File: config.mk
export PLATFORM = sky130hd
export DESIGN_NAME = mem_bus_arbiter_flat
export DESIGN_NICKNAME = d
export VERILOG_FILES = /design/src/rtl/mem_map_pkg.sv /design/src/rtl/mem_bus_arbiter_if.sv /design/src/rtl/mem_bus_arbiter_addr_decode.sv /design/src/rtl/mem_bus_arbiter.sv /design/src/flat_wrapper.sv
export SDC_FILE = /design/constraint.sdc
export NUM_CORES = 1
export LEC_CHECK = 0
export CAP_MARGIN = 5
export CORE_ASPECT_RATIO = 1.25
export CORE_UTILIZATION = 42
export CTS_CLUSTER_DIAMETER = 30
export CTS_CLUSTER_SIZE = 10
export DETAILED_ROUTE_END_ITERATION = 6
export GPL_TIMING_DRIVEN = 1
export PLACE_DENSITY = 0.77
export SYNTH_ARGS = -nofsm -noshare
export SYNTH_HDL_FRONTEND = slang
export SYNTH_HIERARCHICAL = 1
export SYNTH_SLANG_ARGS = --single-unit
File: constraint.sdc
create_clock -name clk -period 5.2 [get_ports clk]
set_input_delay 1.04 -clock clk [delete_from_list [all_inputs] [get_ports clk]]
set_output_delay 1.04 -clock clk [all_outputs]
set_load 0.005 [all_outputs]
File: src/rtl/mem_map_pkg.sv
// rtl/mem_map_pkg.sv - memory map constants, FSM and region encodings for mem_bus_arbiter
package mem_map_pkg;

  localparam logic [11:0] BEGINMEM      = 12'h000;
  localparam logic [11:0] ENDMEM        = 12'h6ff;
  localparam logic [11:0] KEYPAD        = 12'h900;
  localparam logic [11:0] SEVENSEG      = 12'hb00;
  localparam logic [15:0] UNMAPPED_DATA = 16'hf345;

  typedef enum logic [1:0] {IDLE, ADDR, DATA} state_e;

  typedef enum logic [1:0] {MEM, KP, SS, NONE} region_e;

  // Range test as a function so a zero lower bound does not fold into a constant compare.
  function automatic logic in_range(input logic [11:0] a, input logic [11:0] lo,
                                    input logic [11:0] hi);
    return (a >= lo) && (a <= hi);
  endfunction

endpackage

File: src/rtl/mem_bus_arbiter_if.sv
// rtl/mem_bus_arbiter_if.sv - two-master bus, memory and IO signals of mem_bus_arbiter
interface mem_bus_arbiter_if;

  logic        m0_req;
  logic        m0_we;
  logic [11:0] m0_addr;
  logic [15:0] m0_wdata;
  logic [15:0] m0_rdata;
  logic        m0_ack;

  logic        m1_req;
  logic        m1_we;
  logic [11:0] m1_addr;
  logic [15:0] m1_wdata;
  logic [15:0] m1_rdata;
  logic        m1_ack;

  logic [11:0] mem_addr;
  logic        mem_we;
  logic [15:0] mem_wdata;
  logic [15:0] mem_rdata;
  logic        kp_a0;
  logic        kp_readyclr;
  logic [15:0] kp_data;
  logic [15:0] ss7;

  // Arbiter side.
  modport slave (
    input  m0_req, m0_we, m0_addr, m0_wdata,
    input  m1_req, m1_we, m1_addr, m1_wdata,
    input  mem_rdata, kp_data,
    output m0_rdata, m0_ack, m1_rdata, m1_ack,
    output mem_addr, mem_we, mem_wdata, kp_a0, kp_readyclr, ss7
  );

  // Masters plus memory/IO side.
  modport master (
    output m0_req, m0_we, m0_addr, m0_wdata,
    output m1_req, m1_we, m1_addr, m1_wdata,
    output mem_rdata, kp_data,
    input  m0_rdata, m0_ack, m1_rdata, m1_ack,
    input  mem_addr, mem_we, mem_wdata, kp_a0, kp_readyclr, ss7
  );

endinterface

File: src/rtl/mem_bus_arbiter_addr_decode.sv
// rtl/mem_bus_arbiter_addr_decode.sv - combinational address to region decode
module addr_decode
  import mem_map_pkg::*;
(
  input  logic [11:0] addr_i,
  output region_e     region_o
);

  always_comb begin
    region_o = NONE;
    if (in_range(addr_i, BEGINMEM, ENDMEM)) begin
      region_o = MEM;
    end else if (in_range(addr_i, KEYPAD, KEYPAD + 12'd1)) begin
      region_o = KP;
    end else if (addr_i == SEVENSEG) begin
      region_o = SS;
    end
  end

endmodule

File: src/rtl/mem_bus_arbiter.sv
// rtl/mem_bus_arbiter.sv - round-robin two-master arbiter with memory map decode,
// keypad read-clear handshake and seven-segment register
module mem_bus_arbiter
  import mem_map_pkg::*;
(
  input  logic               clk,
  input  logic               reset,
  mem_bus_arbiter_if.slave   bus
);

  state_e      state_q;
  logic        last_grant_q;
  logic        grant_q;
  logic        we_q;
  logic [15:0] wdata_q;
  region_e     region_q;

  logic        m0_ack_q, m1_ack_q;
  logic [15:0] m0_rdata_q, m1_rdata_q;
  logic [11:0] mem_addr_q;
  logic        mem_we_q;
  logic [15:0] mem_wdata_q;
  logic        kp_a0_q;
  logic        kp_readyclr_q;
  logic [15:0] ss7_q;

  logic        any_req;
  logic        sel_d;
  logic        sel_we;
  logic [11:0] sel_addr;
  logic [15:0] sel_wdata;
  region_e     sel_region;
  logic [15:0] rd_data;

  always_comb begin
    any_req = bus.m0_req | bus.m1_req;
    // On contention the master that did not win last time gets the bus.
    if (bus.m0_req && bus.m1_req) begin
      sel_d = ~last_grant_q;
    end else begin
      sel_d = bus.m1_req;
    end
    sel_we    = sel_d ? bus.m1_we    : bus.m0_we;
    sel_addr  = sel_d ? bus.m1_addr  : bus.m0_addr;
    sel_wdata = sel_d ? bus.m1_wdata : bus.m0_wdata;
  end

  addr_decode u_addr_decode (
    .addr_i   (sel_addr),
    .region_o (sel_region)
  );

  always_comb begin
    rd_data = UNMAPPED_DATA;
    unique case (region_q)
      MEM:     rd_data = bus.mem_rdata;
      KP:      rd_data = bus.kp_data;
      SS:      rd_data = ss7_q;
      default: rd_data = UNMAPPED_DATA;
    endcase
  end

  always_ff @(posedge clk or posedge reset) begin
    if (reset) begin
      state_q       <= IDLE;
      last_grant_q  <= 1'b1;
      grant_q       <= 1'b0;
      we_q          <= 1'b0;
      wdata_q       <= 16'h0000;
      region_q      <= NONE;
      m0_ack_q      <= 1'b0;
      m1_ack_q      <= 1'b0;
      m0_rdata_q    <= 16'h0000;
      m1_rdata_q    <= 16'h0000;
      mem_addr_q    <= 12'h000;
      mem_we_q      <= 1'b0;
      mem_wdata_q   <= 16'h0000;
      kp_a0_q       <= 1'b0;
      kp_readyclr_q <= 1'b0;
      ss7_q         <= 16'h0000;
    end else begin
      unique case (state_q)
        IDLE: begin
          m0_ack_q <= 1'b0;
          m1_ack_q <= 1'b0;
          if (any_req) begin
            grant_q      <= sel_d;
            last_grant_q <= sel_d;
            we_q         <= sel_we;
            wdata_q      <= sel_wdata;
            region_q     <= sel_region;
            state_q      <= ADDR;
            if (sel_region == MEM) begin
              mem_addr_q  <= sel_addr;
              mem_we_q    <= sel_we;
              mem_wdata_q <= sel_wdata;
            end
            if (sel_region == KP) begin
              kp_a0_q       <= sel_addr[0];
              kp_readyclr_q <= !sel_we && (sel_addr == KEYPAD);
            end
          end
        end
        ADDR: begin
          mem_we_q      <= 1'b0;
          kp_readyclr_q <= 1'b0;
          if (region_q == SS && we_q) begin
            ss7_q <= wdata_q;
          end
          state_q <= DATA;
        end
        DATA: begin
          if (!we_q) begin
            if (grant_q) m1_rdata_q <= rd_data;
            else         m0_rdata_q <= rd_data;
          end
          m0_ack_q <= ~grant_q;
          m1_ack_q <= grant_q;
          state_q  <= IDLE;
        end
        default: state_q <= IDLE;
      endcase
    end
  end

  assign bus.m0_ack      = m0_ack_q;
  assign bus.m1_ack      = m1_ack_q;
  assign bus.m0_rdata    = m0_rdata_q;
  assign bus.m1_rdata    = m1_rdata_q;
  assign bus.mem_addr    = mem_addr_q;
  assign bus.mem_we      = mem_we_q;
  assign bus.mem_wdata   = mem_wdata_q;
  assign bus.kp_a0       = kp_a0_q;
  assign bus.kp_readyclr = kp_readyclr_q;
  assign bus.ss7         = ss7_q;

endmodule
File: src/flat_wrapper.sv
// flat-port wrapper written by rule: the top's interface ports become plain ports
module mem_bus_arbiter_flat import mem_map_pkg::*;
  (clk, reset, bus_m0_req, bus_m0_we, bus_m0_addr, bus_m0_wdata, bus_m1_req, bus_m1_we, bus_m1_addr, bus_m1_wdata, bus_mem_rdata, bus_kp_data, bus_m0_rdata, bus_m0_ack, bus_m1_rdata, bus_m1_ack, bus_mem_addr, bus_mem_we, bus_mem_wdata, bus_kp_a0, bus_kp_readyclr, bus_ss7);
  mem_bus_arbiter_if bus_i ();
  input  logic clk;
  input  logic reset;
  input wire logic [$bits(bus_i.m0_req)-1:0] bus_m0_req;
  input wire logic [$bits(bus_i.m0_we)-1:0] bus_m0_we;
  input wire logic [$bits(bus_i.m0_addr)-1:0] bus_m0_addr;
  input wire logic [$bits(bus_i.m0_wdata)-1:0] bus_m0_wdata;
  input wire logic [$bits(bus_i.m1_req)-1:0] bus_m1_req;
  input wire logic [$bits(bus_i.m1_we)-1:0] bus_m1_we;
  input wire logic [$bits(bus_i.m1_addr)-1:0] bus_m1_addr;
  input wire logic [$bits(bus_i.m1_wdata)-1:0] bus_m1_wdata;
  input wire logic [$bits(bus_i.mem_rdata)-1:0] bus_mem_rdata;
  input wire logic [$bits(bus_i.kp_data)-1:0] bus_kp_data;
  output wire logic [$bits(bus_i.m0_rdata)-1:0] bus_m0_rdata;
  output wire logic [$bits(bus_i.m0_ack)-1:0] bus_m0_ack;
  output wire logic [$bits(bus_i.m1_rdata)-1:0] bus_m1_rdata;
  output wire logic [$bits(bus_i.m1_ack)-1:0] bus_m1_ack;
  output wire logic [$bits(bus_i.mem_addr)-1:0] bus_mem_addr;
  output wire logic [$bits(bus_i.mem_we)-1:0] bus_mem_we;
  output wire logic [$bits(bus_i.mem_wdata)-1:0] bus_mem_wdata;
  output wire logic [$bits(bus_i.kp_a0)-1:0] bus_kp_a0;
  output wire logic [$bits(bus_i.kp_readyclr)-1:0] bus_kp_readyclr;
  output wire logic [$bits(bus_i.ss7)-1:0] bus_ss7;
  assign bus_i.m0_req = bus_m0_req;
  assign bus_i.m0_we = bus_m0_we;
  assign bus_i.m0_addr = bus_m0_addr;
  assign bus_i.m0_wdata = bus_m0_wdata;
  assign bus_i.m1_req = bus_m1_req;
  assign bus_i.m1_we = bus_m1_we;
  assign bus_i.m1_addr = bus_m1_addr;
  assign bus_i.m1_wdata = bus_m1_wdata;
  assign bus_i.mem_rdata = bus_mem_rdata;
  assign bus_i.kp_data = bus_kp_data;
  assign bus_m0_rdata = bus_i.m0_rdata;
  assign bus_m0_ack = bus_i.m0_ack;
  assign bus_m1_rdata = bus_i.m1_rdata;
  assign bus_m1_ack = bus_i.m1_ack;
  assign bus_mem_addr = bus_i.mem_addr;
  assign bus_mem_we = bus_i.mem_we;
  assign bus_mem_wdata = bus_i.mem_wdata;
  assign bus_kp_a0 = bus_i.kp_a0;
  assign bus_kp_readyclr = bus_i.kp_readyclr;
  assign bus_ss7 = bus_i.ss7;
  mem_bus_arbiter u_core (.clk(clk), .reset(reset), .bus(bus_i));
endmodule
==> results.yml <==
worst_setup_path:
  rr_endpoint: "u_core/bus.mem_wdata[13]$_DFFE_PP0P_"
  rr_startpoint: "u_core/last_grant_q$_DFFE_PP1P_"
  startpoint_type: "input port"
  crit_required_ns: 5.45
  path_cells: "clkdlybuf4s50_1 > a21boi_4 > buf_4 > mux2_2 > or4_1 > nor4_2 > a21oi_1 > o21ba_2 > and3_2 > buf_4 > nor2_1 > a21oi_1"
  reg2regPathDepth: 11
  crit_fanout: 28
  cp.arrival_ns: 4.66
  worst-r2r-setup-slack_ns: 1.70
  cp-end-kind: "flop"
  worst-setup-path-type: "in2reg"
  cpPeakStageDelay_ns: 0.53
  crit_slowest_cell: "clkdlybuf4s50_1"
final_layout:
  area_growth_pct: 44.1
  drive_gt1_frac: 0.132
  final_nets: 671
  fillCellCount: 867
  ff_latch_area_um2: 2610
  final_util: 0.629
  insertedDiodeCount: 0
  multi_input_area_um2: 1870
  stdcell_area_um2: 6710
route:
  vias: 3678
  drtIter0Drc: 175
  wirelength_mm: 12.1
  ant_nets: 0
  routed_via_density: 5.15
  drcViolationCount: 0
  routedWlPerCell_um: 16.9
  first_pass_iters: 5
floorplan:
  die_h_um: 120
  rows: 42
  dieArea_um2: 11500
  boundaryPins: 175
  initial_core_util: 0.437
  fp.dieW_um: 96.2
  core_um2: 10700
synthesis:
  yosysMostFrequentCell: "dfrtp_1"
  netlist_area_um2: 4660
  synth.net_count: 507
  postSynthCellCount: 413
  seq_area_frac_synth: 0.560
  synth_top_area_share: 0.543
  synthDistinctLibCells: 38
  yosys.area_share.xor_xnor: 0
  synth_top_family_by_area: "multiplexers"
  synth_compound_area_frac: 0.118
  synth_seq_cells: 104
  synth_mux_area_frac: 0.182
  synth_edf_count: 0
  synthArstFlopShare: 1.00
  ys.warnings.count: 6
  synth_ff_type: "dfrtp_1"
  synth-adder-area-share: 0
  synth.avg_cell_area_um2: 11.3
  synth_top_area_cell: "dfrtp_1"
  synthSimpleGateAreaFrac: 0.0989
  synth_common_cells: "101 x dfrtp_1, 46 x a21oi_1, 41 x nor2_1"
  synthTopCellsByArea: "dfrtp_1 54%, mux2_2 8.9%, mux2i_1 5.4%"
clock_network:
  ctsHoldBuffers: 0
  clk_latency_ns: 0.33
  cts_buffers: 9
  clockBufferDepth: 2
  cts_sinks: 104
  cts_root_buf: "clkbuf_16"
  cts_resized: 0
  postCtsSetupRepairBufs: 0
  clkTransAtPathRegs_ns: 0.07
  cts_tree: "done"
  cts-htree-levels: 3
timing:
  period_share: 0.847
  finalSetupViolations: 0
  period_needed_ns: 4.41
  rsz0062_at_grt: "false"
  relSlewSlack: 0.194
  drv_slew: 0
  fin_setup_tns_ns: 0
  worst-slew-pin-transition_ns: 1.21
  fmax_ghz: 0.227
  hold_viol: 0
  fin_skew_ns: 0.00654
grt:
  grt_pass1_wl_mm: 19.5
  grtUsageTotal: 0.224
  grt_max_degree: 72
  antenna_found_initial: 0
  grt_pass1_vias: 3797
  grt.overflow.total: 0
power:
  switching_share: 0.324
  internal_power_mw: 2.53
  leakage_nw: 2.82
  p_per_area_nw_per_um2: 559
  power_frac_clock: 0.165
  seqPwrFrac: 0.414
  p_comb_frac: 0.421
  peakVddDrop_v: 0.000297
  switchingPower_mw: 1.21
hold_path:
  hold_depth: 2
  hp-class: "reg2reg"
  hold_start: "u_core/bus.m1_rdata[9]$_DFFE_PP0P_"
  min_to: "u_core/bus.m1_rdata[9]$_DFFE_PP0P_"
placement:
  placedInstanceArea_um2: 6430
  gp_congestion: 0.818
  portBuffers: 174
  hpwl_mm: 9.07
job:
  cap_violations: 0
outcome:
  status: "finished clean"
[worst max-delay path, delay by kind of cell]
| kind | cells | cell delay (ns) |
|---|---|---|
| AOI/OAI and AO/OA | 4 | 0.84 |
| buffers and inverters | 3 | 1.18 |
| muxes | 1 | 0.38 |
| and+or+nand+nor | 4 | 1.22 |
[metrics by stage]
step                worst slack, ns  hold slack (ns)  cells  power [mW]
floorplan                      1.43            0.457    413        2.24
global placement              0.673            0.463    698        3.09
detailed placement            0.534            0.470    698        3.15
CTS                           0.812            0.484    714        3.79
global route                  0.563            0.506    714        4.03
finish                        0.793            0.477    714        3.75
[layout by cell type, fill, tap and decap left out, drive strengths merged]
cell type	n
a21boi	1
a21oi	46
a31oi	3
and2	1
and2b	1
and3	1
and4b	1
buf	4
clkbuf	12
clkdlybuf4s50	174
clkinv	3
clkinvlp	1
dfrtp	101
dfstp	3
inv	6
mux2	49
mux2i	25
nand2	39
nand2b	2
nand3	2
nand4	1
nand4bb	1
nor2	42
nor2b	1
nor3b	2
nor4	5
nor4bb	1
o211ai	1
o21a	1
o21ai	40
o21ba	1
o22ai	9
o31a	1
or4	1
[final cells by class]
type | count | share of cell area
clock inverter | 4 | 0.00447
inverter | 6 | 0.00373
tap | 132 | 0.0246
sequential | 104 | 0.388
clock buffer | 12 | 0.0367
timing repair buffer | 178 | 0.264
multi-input combinational | 278 | 0.278
[worst max path at each step]
stage,depth (start not counted),slack [ns],startpoint,end
after floorplan,1,1.43,reset,u_core/bus.kp_a0$_DFFE_PP0P_
after global placement,12,0.67,bus_m1_req,u_core/bus.mem_wdata[9]$_DFFE_PP0P_
after detailed placement,12,0.53,bus_m1_req,u_core/bus.mem_wdata[13]$_DFFE_PP0P_
after CTS,12,0.81,bus_m1_req,u_core/bus.mem_wdata[9]$_DFFE_PP0P_
after global routing,12,0.56,bus_m1_req,u_core/bus.mem_wdata[12]$_DFFE_PP0P_
final,12,0.79,bus_m1_req,u_core/bus.mem_wdata[13]$_DFFE_PP0P_
[power by group through the flow]
stage | clock network [mW] | registers [mW] | logic (mW)
finish | 0.617 | 1.55 | 1.58
global route | 0.667 | 1.61 | 1.75
CTS | 0.636 | 1.56 | 1.60
detailed placement | 0 | 1.56 | 1.59
global placement | 0 | 1.55 | 1.54
floorplan | 0 | 1.46 | 0.778
[cell families (layout without fill, tap and decap cells)]
logic type,count (synthesis),after routing
flops,104,104
compound gates,103,103
simple gates,101,101
mux,74,74
buf+inv,31,200
[metal layers]
metal / track usage / share of wire / vias to the layer above
li1: - / - / 1778
met1: 0.284 / 0.42 / 1768
met2: 0.389 / 0.52 / 116
met3: 0.0247 / 0.042 / 16
met4: 0.0784 / 0.017 / 0
met5: 0 / 0 / -
[state kept, by name, indices dropped and copies added (netlist names)]
register,cells
u_core/bus.mem_addr,12
u_core/wdata_q,16
u_core/we_q,1
u_core/state_q,2
u_core/bus.kp_readyclr,1
u_core/bus.m1_rdata,16
u_core/bus.mem_wdata,16
u_core/bus.m0_ack,1
u_core/region_q,2
u_core/bus.ss7,16
u_core/last_grant_q,1
u_core/bus.m1_ack,1
u_core/bus.m0_rdata,16
u_core/grant_q,1
u_core/bus.kp_a0,1
u_core/bus.mem_we,1
Power figures use the tool's default switching activity.
